**src/rtl/serial_adder_fsm_if.sv**
```systemverilog
// Operand/result bundle for the bit-serial adder: parallel operand load with start,
// registered sum/carry with busy/done status.
interface serial_adder_fsm_if #(
  parameter int unsigned WIDTH = 8
);
  logic             start;
  logic [WIDTH-1:0] a;
  logic [WIDTH-1:0] b;
  logic             busy;
  logic             done;
  logic [WIDTH-1:0] sum;
  logic             carry;

  modport master (
    output start,
    output a,
    output b,
    input  busy,
    input  done,
    input  sum,
    input  carry
  );

  modport slave (
    input  start,
    input  a,
    input  b,
    output busy,
    output done,
    output sum,
    output carry
  );
endinterface

```
**src/rtl/serial_adder_fsm.sv**
```systemverilog
// Bit-serial unsigned adder: operands loaded in parallel, summed LSB-first one bit per
// clock through two chained half adders; result and carry-out published in one step.
module serial_adder_fsm #(
  parameter int unsigned WIDTH = 8
) (
  input logic               clk,
  input logic               rst,
  serial_adder_fsm_if.slave bus
);

  localparam int unsigned CntW = (WIDTH > 1) ? $clog2(WIDTH) : 1;
  // Only the upper WIDTH-1 result bits need storing; the newest bit goes straight to sum.
  localparam int unsigned PartW = (WIDTH > 1) ? WIDTH - 1 : 1;

  typedef enum logic [1:0] {
    StIdle,
    StRun,
    StDone
  } state_e;

  state_e           state_q, state_d;
  logic [WIDTH-1:0] a_q, a_d;
  logic [WIDTH-1:0] b_q, b_d;
  logic [PartW-1:0] partial_q, partial_d;
  logic [WIDTH-1:0] sum_q, sum_d;
  logic             cflop_q, cflop_d;
  logic             carry_q, carry_d;
  logic [CntW-1:0]  cnt_q, cnt_d;

  logic             ha0_s, ha0_c;
  logic             ha1_c;
  logic             bit_s, bit_c;
  logic             last_bit;
  logic [WIDTH-1:0] shifted;

  function automatic logic [1:0] half_add(input logic x, input logic y);
    return {x & y, x ^ y};
  endfunction

  // Full-adder bit built from two half adders plus an OR of their carries.
  always_comb begin
    {ha0_c, ha0_s} = half_add(a_q[0], b_q[0]);
    {ha1_c, bit_s} = half_add(ha0_s, cflop_q);
    bit_c          = ha0_c | ha1_c;
  end

  assign last_bit = (cnt_q == CntW'(WIDTH - 1));

  if (WIDTH > 1) begin : g_wide
    assign shifted = {bit_s, partial_q};
  end else begin : g_single
    assign shifted = bit_s;
  end

  always_comb begin
    state_d   = state_q;
    a_d       = a_q;
    b_d       = b_q;
    partial_d = partial_q;
    sum_d     = sum_q;
    cflop_d   = cflop_q;
    carry_d   = carry_q;
    cnt_d     = cnt_q;

    unique case (state_q)
      StIdle: begin
        if (bus.start) begin
          a_d       = bus.a;
          b_d       = bus.b;
          cflop_d   = 1'b0;
          cnt_d     = '0;
          partial_d = '0;
          state_d   = StRun;
        end
      end
      StRun: begin
        cflop_d = bit_c;
        a_d     = a_q >> 1;
        b_d     = b_q >> 1;
        cnt_d   = cnt_q + CntW'(1);
        if (WIDTH > 1) begin
          partial_d = shifted[WIDTH-1:WIDTH-PartW];
        end
        if (last_bit) begin
          sum_d   = shifted;
          carry_d = bit_c;
          state_d = StDone;
        end
      end
      StDone: begin
        state_d = StIdle;
      end
      default: begin
        state_d = StIdle;
      end
    endcase
  end

  always_ff @(posedge clk) begin
    if (rst) begin
      state_q   <= StIdle;
      a_q       <= '0;
      b_q       <= '0;
      partial_q <= '0;
      sum_q     <= '0;
      cflop_q   <= 1'b0;
      carry_q   <= 1'b0;
      cnt_q     <= '0;
    end else begin
      state_q   <= state_d;
      a_q       <= a_d;
      b_q       <= b_d;
      partial_q <= partial_d;
      sum_q     <= sum_d;
      cflop_q   <= cflop_d;
      carry_q   <= carry_d;
      cnt_q     <= cnt_d;
    end
  end

  assign bus.busy  = (state_q == StRun);
  assign bus.done  = (state_q == StDone);
  assign bus.sum   = sum_q;
  assign bus.carry = carry_q;

endmodule

```
**src/flat_wrapper.sv**
```systemverilog
// flat-port wrapper written by rule: the top's interface ports become plain ports
module serial_adder_fsm_flat 
#(
  parameter int unsigned WIDTH = 8
)
  (clk, rst, bus_start, bus_a, bus_b, bus_busy, bus_done, bus_sum, bus_carry);
  serial_adder_fsm_if #(.WIDTH(WIDTH)) bus_i ();
  input logic clk;
  input logic rst;
  input wire logic [$bits(bus_i.start)-1:0] bus_start;
  input wire logic [$bits(bus_i.a)-1:0] bus_a;
  input wire logic [$bits(bus_i.b)-1:0] bus_b;
  output wire logic [$bits(bus_i.busy)-1:0] bus_busy;
  output wire logic [$bits(bus_i.done)-1:0] bus_done;
  output wire logic [$bits(bus_i.sum)-1:0] bus_sum;
  output wire logic [$bits(bus_i.carry)-1:0] bus_carry;
  assign bus_i.start = bus_start;
  assign bus_i.a = bus_a;
  assign bus_i.b = bus_b;
  assign bus_busy = bus_i.busy;
  assign bus_done = bus_i.done;
  assign bus_sum = bus_i.sum;
  assign bus_carry = bus_i.carry;
  serial_adder_fsm #(.WIDTH(WIDTH)) u_core (.clk(clk), .rst(rst), .bus(bus_i));
endmodule
```
**config.mk**
```make
export PLATFORM = sky130hd
export DESIGN_NAME = serial_adder_fsm_flat
export DESIGN_NICKNAME = d
export VERILOG_FILES = /design/src/rtl/serial_adder_fsm_if.sv /design/src/rtl/serial_adder_fsm.sv /design/src/flat_wrapper.sv
export SDC_FILE = /design/constraint.sdc
export NUM_CORES = 1
export LEC_CHECK = 0
export BUFFER_PORTS_ARGS = -buffer_cell sky130_fd_sc_hd__buf_2
export CORE_MARGIN = 10
export CORE_UTILIZATION = 35
export CTS_CLUSTER_DIAMETER = 200
export CTS_CLUSTER_SIZE = 10
export DETAILED_ROUTE_END_ITERATION = 10
export PLACE_DENSITY = 0.64
export SYNTH_ARGS = -nofsm -noshare
export SYNTH_HDL_FRONTEND = slang
export SYNTH_SLANG_ARGS = --single-unit
```
**constraint.sdc**
```tcl
create_clock -name clk -period 2.6 [get_ports clk]
set_input_delay 0.52 -clock clk [delete_from_list [all_inputs] [get_ports clk]]
set_output_delay 0.52 -clock clk [all_outputs]
set_load 0.05 [all_outputs]
```
==> results of run 1 <==
## cell usage after synthesis
| master | count |
|---|---|
| o21ai_0 | 2 |
| mux2i_1 | 11 |
| a22oi_1 | 10 |
| a21oi_1 | 11 |
| dfxtp_1 | 38 |
| nand2b_1 | 1 |
| nor2b_1 | 2 |
| buf_4 | 2 |
| a211oi_1 | 1 |
| nand2_1 | 9 |
| buf_2 | 3 |
| nor4_1 | 3 |
| nor2_1 | 25 |
| o21ba_1 | 1 |
| clkbuf_1 | 4 |
| nor2_2 | 8 |
| buf_6 | 3 |
| ha_1 | 2 |
| o21bai_1 | 1 |
| fa_1 | 1 |
| buf_12 | 1 |
| inv_1 | 1 |
| nand3_1 | 9 |
| nand3b_1 | 3 |
| or3b_1 | 1 |
| a211oi_2 | 12 |
## final cells by class
type	instances	area (µm²)
clock inverters	1	5.00
well taps	52	65.1
fillers	451	2550
repair buffers	32	180
flip-flops and latches	38	761
multi-input cells	113	762
inverters	1	3.75
clock buffers	7	86.3
## power by group through the flow
stage | Combinational (µW) | Sequential, µW | Clock, µW
final | 129 | 628 | 412
after global routing | 144 | 631 | 451
after CTS | 131 | 628 | 427
after detailed placement | 131 | 641 | 0
after global placement | 131 | 641 | 0
after floorplan | 114 | 634 | 0
## kinds of logic after synthesis
group,count (synthesis)
compound gates,38
simple gates,61
mux,11
buf+inv,14
fa+ha+maj,3
flops,38
## sequential cells by signal, indices dropped and copies added, names as in the netlist
signal	flops
u_core.bus.sum	8
u_core.a_q	8
u_core.cflop_q	1
u_core.cnt_q	3
u_core.bus.carry	1
u_core.state_q	2
u_core.b_q	8
u_core.partial_q	7
## metal layers
| layer | global-route usage (%) | wire length (µm) |
|---|---|---|
| met5 | 0 | 0 |
| met3 | 2.97 | 167 |
| met1 | 10.0 | 1430 |
| met4 | 5.56 | 66 |
| met2 | 13.9 | 1580 |
## worst min-delay path: stages (launching register included)
cell,delay (ps)
dfxtp_1,310
nand2_1,50
a21oi_1,50
## path summary, 6_finish.rpt
check,slack (ps),from,depth (start not counted),end
setup / recovery,540,u_core.state_q[0],3,bus_busy
hold / removal,450,u_core.bus.sum[1],2,u_core.bus.sum[1]
setup reg to reg,850,u_core.cnt_q[0],5,u_core.bus.sum[7]
hold reg to reg,450,u_core.bus.sum[1],2,u_core.bus.sum[1]
## through the flow
step	total power, µW	hold slack [ps]
after floorplan	747	443
after global placement	771	441
after detailed placement	772	447
after CTS	1190	457
after global routing	1230	479
final	1170	454
==> metrics.cfg, run 1 <==
[grt]
grt_pass1_wl_um=5420
grt_usage_pct=8.82
antenna_found_initial=0
grt_pass1_vias=1201
gr-total-overflow=0
grt_max_degree=39

[detailed_routing]
drt-initial-drc-count=101
drc_errors=0
wl_per_cell_um=13.3
drt_pass1_iterations=4
routed_via_density=5.00
drtAntennaViolNets=0
vias=1220
wl_um=3240

[finish]
final_common_cell=dfxtp_1
final_util_pct=42.2
area_growth_pct=14.6
antenna_cells=0
final_cells=244
final_cell_mix=dfxtp_1, buf_2, nor2_1
fin_area_um2=1860
layout.nets=213
drive_above_1_share_pct=30.7

[clock_tree]
clock-root-buffer=clkbuf_8
cts_resized=0
clock-sinks=38
cts.htree.levels=2
postCtsHoldBufs=0
path_clk_slew_ps=70
cts_tree=done
clockBufferDepth=2
cts_buffers=5
clk-insertion-delay-late_ps=290
post_cts_buffers=0

[power]
ir_drop_mv=0.215
p_leak_uw=0.000752
combPwrFrac_pct=11.0
switchingPower_uw=290
p_seq_share_pct=53.7
p_int_uw=879
switching_share_pct=24.8
clkPwrFrac_pct=35.3
power_density_nw_per_um2=627

[synth]
yosysTopAreaCell=dfxtp_1
synth_top_family_by_area=compound AO/OA/AOI/OAI gates
synth_nets=187
synthAdderAreaFrac_pct=2.77
synth_cell_types=26
yosysTopAreaCellShare_pct=46.8
syn_inst=165
netlist_area_um2=1630
synth.area.mux_share_pct=6.77
ys_ff_latch=38
syn_avg_cell_area_um2=9.85
yosys_warnings=0
yosys.area_share.simple_pct=17.9
synth.area.top_cells=dfxtp_1, a211oi_2, mux2i_1
synth_seq_area_share_pct=46.8
synth-xor-area-share_pct=0
synth_compound_area_share_pct=19.4

[die]
dieArea_um2=7770
initial_core_util_pct=36.8
die_y_um=88.1
design.core.area_um2=4410
pin_count=30
fp-row-count=24
die_x_um=88.1

[critical_path]
path_cells=nand2b_1, inv_1, buf_2
critPathBufInv=2
required_ps=2080
worst_setup_path_start_kind=flop
cp_slowest_stage_delay_ps=660
critPathTopFamily=flip-flops
cp.arrival_ps=1540
crit_path_end_kind=output port
critPathKind=flop to output port
critPathMaxFanout=15
worst_path_max_delay_cell=dfxtp_1

[job]
drv_cap=0

[outcome]
status=complete, no violations

[sta]
slew_violations=0
rsz0062_at_grt=false
finalSetupViolCount=0
worst_pin_slew_ps=801
worst_slack_ps=539
max_freq_mhz=485
setup_tns_ps=0
finClkSkew_ps=6.40
finalHoldViolations=0
fin_crit_sh_pct=79.3
min_period_ps=2060
maxSlewHeadroom_pct=46.6

[placement]
place_congestion=0.738
dp_cells=236
placed_cell_area_um2=1770
dp_slack_ps=835
dp_hpwl_um=2250
numPortBuffers=29

[worst_hold_path]
hold_class=flop to flop

No activity file was read; power rests on OpenSTA's default activity.
==> inputs of run 2 (changes only) <==
Settings changed: PLACE_DENSITY 0.64 to 0.66.
Clock period 2.6 ns to 1.85 ns, I/O delays scaled along.
==> metrics.cfg, run 2 (same netlist as run 1, synthesis figures left out) <==
[outcome]
status=complete, no violations

[power]
p_int_uw=1200
p_seq_share_pct=55.3
power_uw=1590
clkPwrFrac_pct=32.4
switching_share_pct=24.4
ir_drop_mv=0.256
p_leak_uw=0.000761
power_density_nw_per_um2=843
switchingPower_uw=387
combPwrFrac_pct=12.3

[detailed_routing]
drc_errors=0
vias=1258
routed_via_density=5.11
wl_um=3270
drtAntennaViolNets=0
drt-initial-drc-count=142
drt_pass1_iterations=4
wl_per_cell_um=13.3

[grt]
gr-total-overflow=0
grt_pass1_wl_um=5490
grtUsageMet2_pct=14.2
grt_usage_pct=9.03
antenna_found_initial=0
busiest_layer=met2
grt_use_met3_pct=3.06
grt_pass1_vias=1210
grt_util_met1_pct=9.99
grt_max_degree=27

[finish]
regArea_um2=761
fill_cells=423
multi_input_area_um2=762
antenna_cells=0
final_cell_mix=dfxtp_1, buf_2, nor2_1
drive_above_1_share_pct=31.4
layout.nets=216
final_common_cell=dfxtp_1
area_growth_pct=15.9

[placement]
dp_hpwl_um=2330
place_congestion=0.697
numPortBuffers=29

[critical_path]
worst_setup_path_start_kind=flop
required_ps=1480
crit_path_end_kind=output port
path_cells=nand2b_1, inv_2, buf_2
critPathMaxFanout=11
worst_path_max_delay_cell=dfxtp_1
critPathKind=flop to output port
cp.arrival_ps=1380
cp_slowest_stage_delay_ps=370
r2r-start=u_core.state_q[0]
startpoint=u_core.state_q[1]
r2r_cells=5

[worst_hold_path]
hold_start=bus_b[7]
hold_class=input pin to flop
min_path_cells=3

[clock_tree]
clockBufferDepth=2
cts.htree.levels=2
postCtsHoldBufs=0
clock-root-buffer=clkbuf_8
path_clk_slew_ps=60
cts_tree=done
clock-sinks=38
clk-insertion-delay-late_ps=290
cts_buffers=5

[die]
design.core.area_um2=4410
die_x_um=88.1
dieArea_um2=7770
initial_core_util_pct=36.8
pin_count=30
die_y_um=88.1
fp-row-count=24

[sta]
max_freq_mhz=573
setup_tns_ps=0
finalHoldViolations=0
finalSetupViolCount=0
rsz0062_at_grt=false
maxSlewHeadroom_pct=73.0
min_period_ps=1750
fin_crit_sh_pct=94.3
slew_violations=0
worst_pin_slew_ps=403
finClkSkew_ps=3.59

[job]
drv_cap=0

-- run 2: power groups by stage --
stage | clock [µW] | sequential [µW] | combinational, µW
floorplan | 0 | 891 | 160
global placement | 0 | 895 | 195
detailed placement | 0 | 896 | 197
CTS | 538 | 877 | 198
global route | 571 | 881 | 218
finish | 515 | 877 | 195
-- run 2: area by class of cell --
class | instances | area share (%)
multi-input combinational | 113 | 40.5
sequential | 38 | 40.4
timing repair buffer | 35 | 11.4
clock buffer | 7 | 4.05
tap | 52 | 3.46
inverter | 1 | 0.199
-- run 2: metal layers --
layer / vias up / part of all wire (%) / wire (µm)
li1: 636 / - / -
met1: 586 / 42 / 1380
met2: 30 / 49 / 1610
met3: 6 / 5.7 / 186
met4: 0 / 2.9 / 96
met5: - / 0 / 0
-- run 2: path summary, 6_finish.rpt --
path / endpoint / slack [ps]
max: bus_busy / 100
min: u_core.b_q[7] / 360
max reg2reg: u_core.b_q[5] / 450
min reg2reg: u_core.bus.sum[6] / 460
-- run 2: stage by stage --
stage	hold slack, ps	setup slack, ps	utilization, %	area [µm²]	instances
finish	355	105	42.7	1880	246
global route	370	2.23	42.7	1880	246
CTS	347	0.686	42.7	1880	246
detailed placement	450	322	40.9	1810	239
global placement	443	373	40.9	1810	239
floorplan	443	167	-	1630	165
-- run 2: worst max-delay path: cells and delay by family (launching register included) --
kind	cells	cell delay (ps)
buf+inv	2	480
flops	1	370
simple gates	1	230
-- run 2: repair_timing --
item / in CTS / in global routing
resized for setup: 0 / 1
setup buffers: 0 / 0
setup endpoints to repair: 0 / 1
hold endpoints to repair: 0 / 0
